[src/rtl/heartbeat_monitor.sv]
// Heartbeat monitor: measures the edge-to-edge spacing of a remote LED toggle,
// locks after a run of in-window half-periods and latches a sticky fault on loss.
module heartbeat_monitor #(
    parameter int unsigned CLOCK_VALUE = 300000000,
    parameter int unsigned TOL_SHIFT   = 3,
    parameter int unsigned LOCK_COUNT  = 4
) (
    input  logic        ACLOCK,
    input  logic        RESETN,
    input  logic        ENABLE,
    input  logic        HB_IN,
    output logic        EDGE_PULSE,
    output logic [31:0] HALF_PERIOD,
    output logic        ALIVE,
    output logic        FAULT
);

    localparam logic [32:0] NOM_HALF  = 33'(CLOCK_VALUE >> 1) + 33'd1;
    localparam logic [32:0] TOL_HALF  = NOM_HALF >> TOL_SHIFT;
    localparam logic [32:0] WIN_LO    = NOM_HALF - TOL_HALF;
    localparam logic [32:0] WIN_HI    = NOM_HALF + TOL_HALF;
    localparam logic [3:0]  LOCK_GOAL = 4'(LOCK_COUNT);

    typedef enum logic [2:0] {
        ST_IDLE    = 3'd0,
        ST_ACQUIRE = 3'd1,
        ST_MEASURE = 3'd2,
        ST_LOCKED  = 3'd3,
        ST_FAULT   = 3'd4
    } state_t;

    state_t      state_r;
    state_t      state_next_s;
    logic [2:0]  sync_r;
    logic        edge_s;
    logic [31:0] cnt_r;
    logic [31:0] cnt_next_s;
    logic [32:0] cnt_p1_s;
    logic [31:0] meas_s;
    logic        good_meas_s;
    logic        timeout_s;
    logic        hp_load_s;
    logic [3:0]  good_r;
    logic [3:0]  good_next_s;
    logic        alive_next_s;
    logic        fault_next_s;

    function automatic logic [31:0] sat_inc(input logic [31:0] v);
        if (v == 32'hFFFF_FFFF) begin
            return v;
        end else begin
            return v + 32'd1;
        end
    endfunction

    function automatic logic [31:0] sat33to32(input logic [32:0] v);
        if (v[32]) begin
            return 32'hFFFF_FFFF;
        end else begin
            return v[31:0];
        end
    endfunction

    // Two-flop synchronizer plus a delay flop for edge detection of HB_IN.
    always_ff @(posedge ACLOCK or negedge RESETN) begin
        if (!RESETN) begin
            sync_r <= 3'b000;
        end else begin
            sync_r <= {sync_r[1:0], HB_IN};
        end
    end

    assign edge_s      = sync_r[1] ^ sync_r[2];
    assign cnt_p1_s    = {1'b0, cnt_r} + 33'd1;
    assign meas_s      = sat33to32(cnt_p1_s);
    assign good_meas_s = (cnt_p1_s >= WIN_LO) && (cnt_p1_s <= WIN_HI);
    assign timeout_s   = !edge_s && (cnt_p1_s > WIN_HI);

    // Next-state and good-run bookkeeping; a low ENABLE overrides every event.
    always_comb begin
        state_next_s = state_r;
        good_next_s  = good_r;
        if (!ENABLE) begin
            state_next_s = ST_IDLE;
            good_next_s  = 4'd0;
        end else begin
            case (state_r)
                ST_IDLE: begin
                    state_next_s = ST_ACQUIRE;
                    good_next_s  = 4'd0;
                end
                ST_ACQUIRE: begin
                    good_next_s = 4'd0;
                    if (edge_s) begin
                        state_next_s = ST_MEASURE;
                    end else begin
                        state_next_s = ST_ACQUIRE;
                    end
                end
                ST_MEASURE: begin
                    if (edge_s) begin
                        if (good_meas_s) begin
                            good_next_s = good_r + 4'd1;
                            if ((good_r + 4'd1) == LOCK_GOAL) begin
                                state_next_s = ST_LOCKED;
                            end else begin
                                state_next_s = ST_MEASURE;
                            end
                        end else begin
                            good_next_s  = 4'd0;
                            state_next_s = ST_MEASURE;
                        end
                    end else if (timeout_s) begin
                        good_next_s  = 4'd0;
                        state_next_s = ST_ACQUIRE;
                    end else begin
                        state_next_s = ST_MEASURE;
                    end
                end
                ST_LOCKED: begin
                    if ((edge_s && !good_meas_s) || timeout_s) begin
                        state_next_s = ST_FAULT;
                    end else begin
                        state_next_s = ST_LOCKED;
                    end
                end
                ST_FAULT: begin
                    state_next_s = ST_FAULT;
                end
                default: begin
                    state_next_s = ST_IDLE;
                    good_next_s  = 4'd0;
                end
            endcase
        end
    end

    // Counter and measurement-load decisions derived from the current state.
    always_comb begin
        cnt_next_s = cnt_r;
        hp_load_s  = 1'b0;
        if (!ENABLE || (state_r == ST_IDLE)) begin
            cnt_next_s = 32'd0;
        end else if (edge_s) begin
            cnt_next_s = 32'd0;
        end else begin
            cnt_next_s = sat_inc(cnt_r);
        end
        // The acquiring edge only starts the count; it is not a measurement.
        if (ENABLE && edge_s &&
            ((state_r == ST_MEASURE) || (state_r == ST_LOCKED) || (state_r == ST_FAULT))) begin
            hp_load_s = 1'b1;
        end else begin
            hp_load_s = 1'b0;
        end
    end

    // Output decode of the upcoming state so ALIVE/FAULT are registered.
    always_comb begin
        alive_next_s = 1'b0;
        fault_next_s = 1'b0;
        case (state_next_s)
            ST_LOCKED: begin
                alive_next_s = 1'b1;
                fault_next_s = 1'b0;
            end
            ST_FAULT: begin
                alive_next_s = 1'b0;
                fault_next_s = 1'b1;
            end
            default: begin
                alive_next_s = 1'b0;
                fault_next_s = 1'b0;
            end
        endcase
    end

    // State register and all monitor datapath registers.
    always_ff @(posedge ACLOCK or negedge RESETN) begin
        if (!RESETN) begin
            state_r     <= ST_IDLE;
            cnt_r       <= 32'd0;
            good_r      <= 4'd0;
            HALF_PERIOD <= 32'd0;
            EDGE_PULSE  <= 1'b0;
            ALIVE       <= 1'b0;
            FAULT       <= 1'b0;
        end else begin
            state_r    <= state_next_s;
            cnt_r      <= cnt_next_s;
            good_r     <= good_next_s;
            EDGE_PULSE <= edge_s;
            ALIVE      <= alive_next_s;
            FAULT      <= fault_next_s;
            if (hp_load_s) begin
                HALF_PERIOD <= meas_s;
            end else begin
                HALF_PERIOD <= HALF_PERIOD;
            end
        end
    end

endmodule

[config.mk]
export PLATFORM = sky130hd
export DESIGN_NAME = heartbeat_monitor
export DESIGN_NICKNAME = d
export VERILOG_FILES = /design/src/rtl/heartbeat_monitor.sv
export SDC_FILE = /design/constraint.sdc
export NUM_CORES = 1
export LEC_CHECK = 0
export ABC_AREA = 1
export CAP_MARGIN = 15
export CORE_UTILIZATION = 50
export CTS_BUF_LIST = sky130_fd_sc_hd__clkbuf_4 sky130_fd_sc_hd__clkbuf_8
export DETAILED_ROUTE_END_ITERATION = 12
export PLACE_DENSITY = 0.73
export SLEW_MARGIN = 0
export SYNTH_ARGS = -nofsm -noshare
export SYNTH_HDL_FRONTEND = slang
export SYNTH_SLANG_ARGS = --single-unit
export TNS_END_PERCENT = 1
[constraint.sdc]
create_clock -name ACLOCK -period 2.1 [get_ports ACLOCK]
set_input_delay 0.525 -clock ACLOCK [delete_from_list [all_inputs] [get_ports ACLOCK]]
set_output_delay 0.525 -clock ACLOCK [all_outputs]
set_load 0.02 [all_outputs]
; Word-level counts from Yosys, hierarchy flattened
; Cells that the tools add are included.
[word_totals]
register_bits = 77
latch_bits = 0
ramBits = 0
mem_bits_ro = 0
inputBits = 4
output_inout_bits = 35
wordCells = 61
mem_count = 0
[classes]
addsub = 3
mul = 0
div = 0
magnitude_cmp = 3
eq_ne = 11
n_shift = 0
n_mux = 20
n_bitwise = 1
reduce_logical = 15
[ops]
columns = operator, n
row1 = 32-bit 2-to-1 mux, 4
row2 = "32-bit by 1-bit adder with 33-bit output, second input constant", 1
row3 = "33-bit by 27-bit >= comparator with 1-bit output, second input constant", 1
row4 = "33-bit by 28-bit > comparator with 1-bit output, second input constant", 1
row5 = "33-bit by 28-bit <= comparator with 1-bit output, second input constant", 1
row6 = "32-bit by 1-bit adder with 32-bit output, second input constant", 1
row7 = "32-bit == test, second input constant", 1
row8 = 4-bit 2-to-1 mux, 4
row9 = 3-bit case mux with 5 select lines, 1
row10 = 3-bit 2-to-1 mux, 4
row11 = "3-bit by 2-bit == test with 1-bit output, second input constant", 3
row12 = 4-bit case mux with 2 select lines, 1
row13 = "3-bit == test, second input constant", 2
row14 = 1-bit logical AND, 5
row15 = "4-bit by 1-bit adder with 4-bit output, second input constant", 1
row16 = "4-bit by 3-bit == test with 1-bit output, second input constant", 1
row17 = 1-bit logical OR, 4
row18 = 1-bit 2-to-1 mux, 4
row19 = 2-bit 2-to-1 mux, 2
row20 = "4-bit != test, second input constant", 1
row21 = "3-bit by 1-bit == test with 1-bit output, second input constant", 1
row22 = 1-bit logical NOT, 3
row23 = 3-bit logical NOT, 1
row24 = "3-bit != test, second input constant", 1
row25 = 4 further kinds, 4

; Depth between registers and ports, before layout
; Gate-level depths: netlist of the first run.
[logic_depth]
word_depth = 11
depth_mapped = 19
depth_no_buf = 19

; Worst setup path after synthesis of the first run
; No wires, ideal clock.
[synth_path]
path_kind = flip-flop to flip-flop
from = reg cnt_r[0]
to = reg ALIVE
setup_time_ns = 0.119
arrival_ns = 2.119
required_time_ns = 1.981
slack_ns = -0.138
stages_incl_launch_ff = 19
n_path_buf = 0
synth_period_minus_slack_ns = 2.238
cell_sequence = dfrtp_1 -> ha_1 -> nand3_2 -> nor2_4 -> nand2_2 -> nor2_4 -> nand3_1 -> nand2_1 -> nand2_1 -> nor2_1 -> nand2_1 -> nor2_1 -> nand2_1 -> nand2_1 -> nand2_2 -> nand3_1 -> nand2_1 -> nor2_1 -> nor2_1
[synth_between]
elab_chain_len = 11
elab_cells_between_ends = 17
classes_between = 1 x add/sub / 3 x order compare / 1 x eq/ne / 7 x mux / 5 x reduce/logical
[synth_rtl]
columns = item, line
row1 = "start, declared", 36  ; logic [31:0] cnt_r;
row2 = "start signal, assigned", 190  ; cnt_r <= cnt_next_s;
row3 = 32-bit by 1-bit adder with 33-bit output (*), 74  ; assign cnt_p1_s = {1'b0, cnt_r} + 33'd1;
row4 = 33-bit by 27-bit >= comparator with 1-bit output / 33-bit by 28-bit <= comparator with 1-bit output (equally long branches), 76  ; assign good_meas_s = (cnt_p1_s >= WIN_LO) && (cnt_p1_s <= WIN_HI);
row5 = 1-bit logical AND, 76
row6 = 1-bit logical NOT, 121  ; if ((edge_s && !good_meas_s) || timeout_s) begin
row7 = 1-bit logical AND, 121
row8 = 1-bit logical OR, 121
row9 = 3-bit 2-to-1 mux, 121
row10 = 3-bit case mux with 5 select lines (*), 87  ; case (state_r)
row11 = 3-bit 2-to-1 mux (*), 83  ; if (!ENABLE) begin
row12 = 3-bit by 2-bit == test with 1-bit output (*), 162  ; case (state_next_s)
row13 = 1-bit 2-to-1 mux (*), 162
row14 = named net alive_next_s, 45  ; logic alive_next_s;
row15 = "end signal, assigned", 193  ; ALIVE <= alive_next_s;
row16 = "end, declared", 14  ; output logic ALIVE,
; The timed path passes the listed nets; every way through them passes the cells marked *.
; A chain may end at the register's enable or synchronous reset.

; Worst setup path after layout of the first run
[layout_path]
from = reg cnt_r[1]
to = reg ALIVE
; The elaborated chain is that of the path after synthesis.

==> results.sh, run 1 <==
export IMPL_status="finished with violations"
export IMPL_violations="negative setup slack"
export IMPL_syn_num_nets=675
export IMPL_ctsHoldBuffers=0
export IMPL_synth_async_sr_flop_share_pct=100
export IMPL_drv_cap=0
export IMPL_rr_endpoint="ALIVE"
export IMPL_nFillCells=612
export IMPL_synthCells=668
export IMPL_clock_latency_ns=0.37
export IMPL_nets=849
export IMPL_fmax_mhz=393
export IMPL_worst_path_buf_inv=1
export IMPL_drive_gt1_share_pct=35.8
export IMPL_ant_nets=0
export IMPL_ys_top_cells_by_area="dfrtp_1 42%, nand2_1 18%, nor2_1 9.3%"
export IMPL_gp_congestion=1.05
export IMPL_cp_required_ns=2.39
export IMPL_worst_r2r_setup_slack_ns=-0.44
export IMPL_wire_per_inst_um=16.3
export IMPL_die_width_um=97.7
export IMPL_worstSetupStartpointType="register"
export IMPL_overflow=0
export IMPL_drc_errors=0
export IMPL_start_util_pct=52.0
export IMPL_num_io_pins=39
export IMPL_crit_path_end_kind="register"
export IMPL_critPathMaxFanout=5
export IMPL_cts_tree="yes"
export IMPL_reg2reg_depth=17
export IMPL_yosysMostFrequentCell="nand2_1"
export IMPL_clk_pin_slew_ns=0.09
export IMPL_power_uw=3600
export IMPL_hpwl_um=10400
export IMPL_finalSetupViolations=40
export IMPL_port_buffers=38
export IMPL_crit_start="cnt_r[1]"
export IMPL_min_period_ns=2.54
export IMPL_min_path_type="input pin to async pin"
export IMPL_synth_seq_area_share_pct=42.1
export IMPL_wirelength_um=15600
export IMPL_rsz0062_at_grt="yes"
export IMPL_yosys_area_top_type="dfrtp_1"
export IMPL_clk_path_buf_depth=2
export IMPL_ys_ff_latch=77
export IMPL_first_iter_violations=440
export IMPL_area_growth_pct=50.4
export IMPL_path_depth=17
export IMPL_ir_drop_mv=0.388
export IMPL_critPathSlowestCell="dfrtp_2"
export IMPL_crit_type="register to register"
export IMPL_whs_ns=0.0816
export IMPL_antenna_found_initial=0
export IMPL_viasPerCell=5.41
export IMPL_synth_common_cells="216 x nand2_1, 113 x nor2_1, 77 x dfrtp_1, 71 x inv_1, 40 x o21ai_0"
export IMPL_reg2reg_from="cnt_r[1]"
export IMPL_powerDensity_nw_per_um2=522
export IMPL_final_max_slew_viol_count=0
export IMPL_synth_area_um2=4580
export IMPL_rows=34
export IMPL_finalHoldViolCount=0
export IMPL_grt_pass1_vias=4752
export IMPL_worstMarginPinSlew_ns=0.431
export IMPL_core_area_um2=8810
export IMPL_setup_tns_ns=-4.82
export IMPL_firstDrtPassIters=5
export IMPL_grt_first_pass_wirelength_um=23200
export IMPL_synth_cell_types=30
export IMPL_vias=5168
export IMPL_critical_path_top_delay_family="simple AND/OR/NAND/NOR gates"
export IMPL_worst_clock_skew_ns=0.0108
export IMPL_fin_util_pct=78.2
export IMPL_cts_buffers=9
export IMPL_preCtsSetupSlack_ns=-0.458
export IMPL_crit_end="ALIVE"
export IMPL_dieArea_um2=9550
export IMPL_n_antenna_cell=0
export IMPL_grt_max_degree=51
export IMPL_max_stage_delay_ns=0.42
export IMPL_ys_warn_count=0
export IMPL_worstPathArrival_ns=2.83
export IMPL_grt_use_total_pct=31.1
export IMPL_cts_sinks=77
export IMPL_crit_path_cell_trace="ha_4, nand2_4, nor2_4, nand2_4, nor2_4, nand3_1, nand2_1, inv_2, nor2_4, nand2_1, nor2_2, nand3_2, nand2_4, nand3_2, a21oi_2, nor2_2, nor2_1"
export IMPL_die_h_um=97.7
export IMPL_htreeDepth=3
export IMPL_ys_flop_type="dfrtp_1"
export IMPL_setup_ws_ns=-0.444
export IMPL_clock_root_buffer="clkbuf_8"
export IMPL_synth_top_cell_area_share_pct=42.1
export IMPL_relSlewSlack_pct=70.8
export IMPL_synth_edf_count=0
export IMPL_p_leak_uw=0.00328
export IMPL_avgSynthCellArea_um2=6.86
export IMPL_period_share_pct=121
-- repair_timing --
action                     CTS  global route
setup endpoints to repair   38            65
pin swaps                   29            68
setup buffers               11            19
resized for setup           58           104
-- power by group --
group / leakage, uW / internal, uW / switching (uW) / total [uW]
logic: 0.00216 / 326 / 384 / 710
clock network: 0.000103 / 597 / 597 / 1190
registers: 0.00102 / 1610 / 77.2 / 1690
-- per-stage QoR --
stage,cell area [um2],std cells
2_1_floorplan,4600,668
3_3_place_gp,5950,909
3_5_place_dp,5950,909
4_1_cts,6410,936
5_1_grt,6890,955
6_report,6890,955
-- cell families (layout without fill, tap and decap cells) --
logic type	Yosys count	after routing	share of synthesized area, %
and+or+nand+nor	421	421	39.8
adders and majority gates	3	3	0.820
DFF	77	77	42.1
AOI/OAI and AO/OA	66	66	7.68
xor gates and xnor gates	12	12	2.29
buffers and inverters	89	268	7.35
-- layer usage --
metal	vias up	wire (um)	track usage, %
met5	-	0	0
met4	0	583	9.32
met3	61	1190	4.24
met2	249	7220	49.5
met1	2417	6600	44.3
li1	2441	-	-
-- worst min-delay path by stage --
stage | startpoint | endpoint | slack (ns)
5_1_grt | RESETN | cnt_r[3] | 0.10
3_3_place_gp | sync_r[0] | sync_r[1] | 0.33
2_1_floorplan | RESETN | ALIVE | 0.23
4_1_cts | RESETN | cnt_r[3] | 0.10
3_5_place_dp | sync_r[0] | sync_r[1] | 0.34
6_report | RESETN | cnt_r[0] | 0.08
-- cell type report --
| cell class | count | area, um2 | area share [%] |
|---|---|---|---|
| Multi-Input combinational cell | 502 | 2810 | 40.8 |
| Sequential cell | 77 | 1940 | 28.2 |
| Timing Repair Buffer | 176 | 1510 | 22.0 |
| Inverter | 76 | 285 | 4.14 |
| Clock buffer | 11 | 145 | 2.11 |
| Tap cell | 108 | 135 | 1.96 |
| Clock inverter | 5 | 60.1 | 0.872 |
-- layout by cell type, fill, tap and decap left out, types with 12 or more instances in the layout --
cell	Yosys	layout
nand2_1	216	175
buf_4	0	129
nor2_1	113	86
dfrtp_1	77	67
inv_1	71	66
nand2_2	10	39
clkdlybuf4s50_1	0	37
nand3_1	38	27
nor2_4	8	25
o21ai_1	4	23
nor2_2	11	21
o21ai_0	40	18
nand2_4	0	12
-- sequential cells by signal, indices dropped and copies added, names as in the netlist --
name	flops
sync_r	3
EDGE_PULSE	1
FAULT	1
ALIVE	1
HALF_PERIOD	32
cnt_r	32
good_r	4
state_r	3
Note: power is estimated with default switching activity, not from simulation.
==> inputs of run 2 (changes only) <==
--- a/config.mk
+++ b/config.mk
@@ -6,9 +6,11 @@
 export NUM_CORES = 1
 export LEC_CHECK = 0
 export ABC_AREA = 1
+export ABC_CLOCK_PERIOD_IN_PS = 2100
 export CAP_MARGIN = 15
 export CORE_UTILIZATION = 50
 export CTS_BUF_LIST = sky130_fd_sc_hd__clkbuf_4 sky130_fd_sc_hd__clkbuf_8
+export CTS_CLUSTER_DIAMETER = 40
 export DETAILED_ROUTE_END_ITERATION = 12
 export PLACE_DENSITY = 0.73
 export SLEW_MARGIN = 0
==> constraint.sdc (replaced) <==
create_clock -name ACLOCK -period 2.1 [get_ports ACLOCK]
set_input_delay 0.525 -clock ACLOCK [delete_from_list [all_inputs] [get_ports ACLOCK]]
set_output_delay 0.525 -clock ACLOCK [all_outputs]
set_load 0.01 [all_outputs]
==> results of run 2 <==
Same layout as run 1 (identical final DEF). Status: finished with violations: negative setup slack.
Among the figures that moved: total power 3600 uW -> 3500 uW; worst IR drop on VDD 0.388 mV -> 0.362 mV
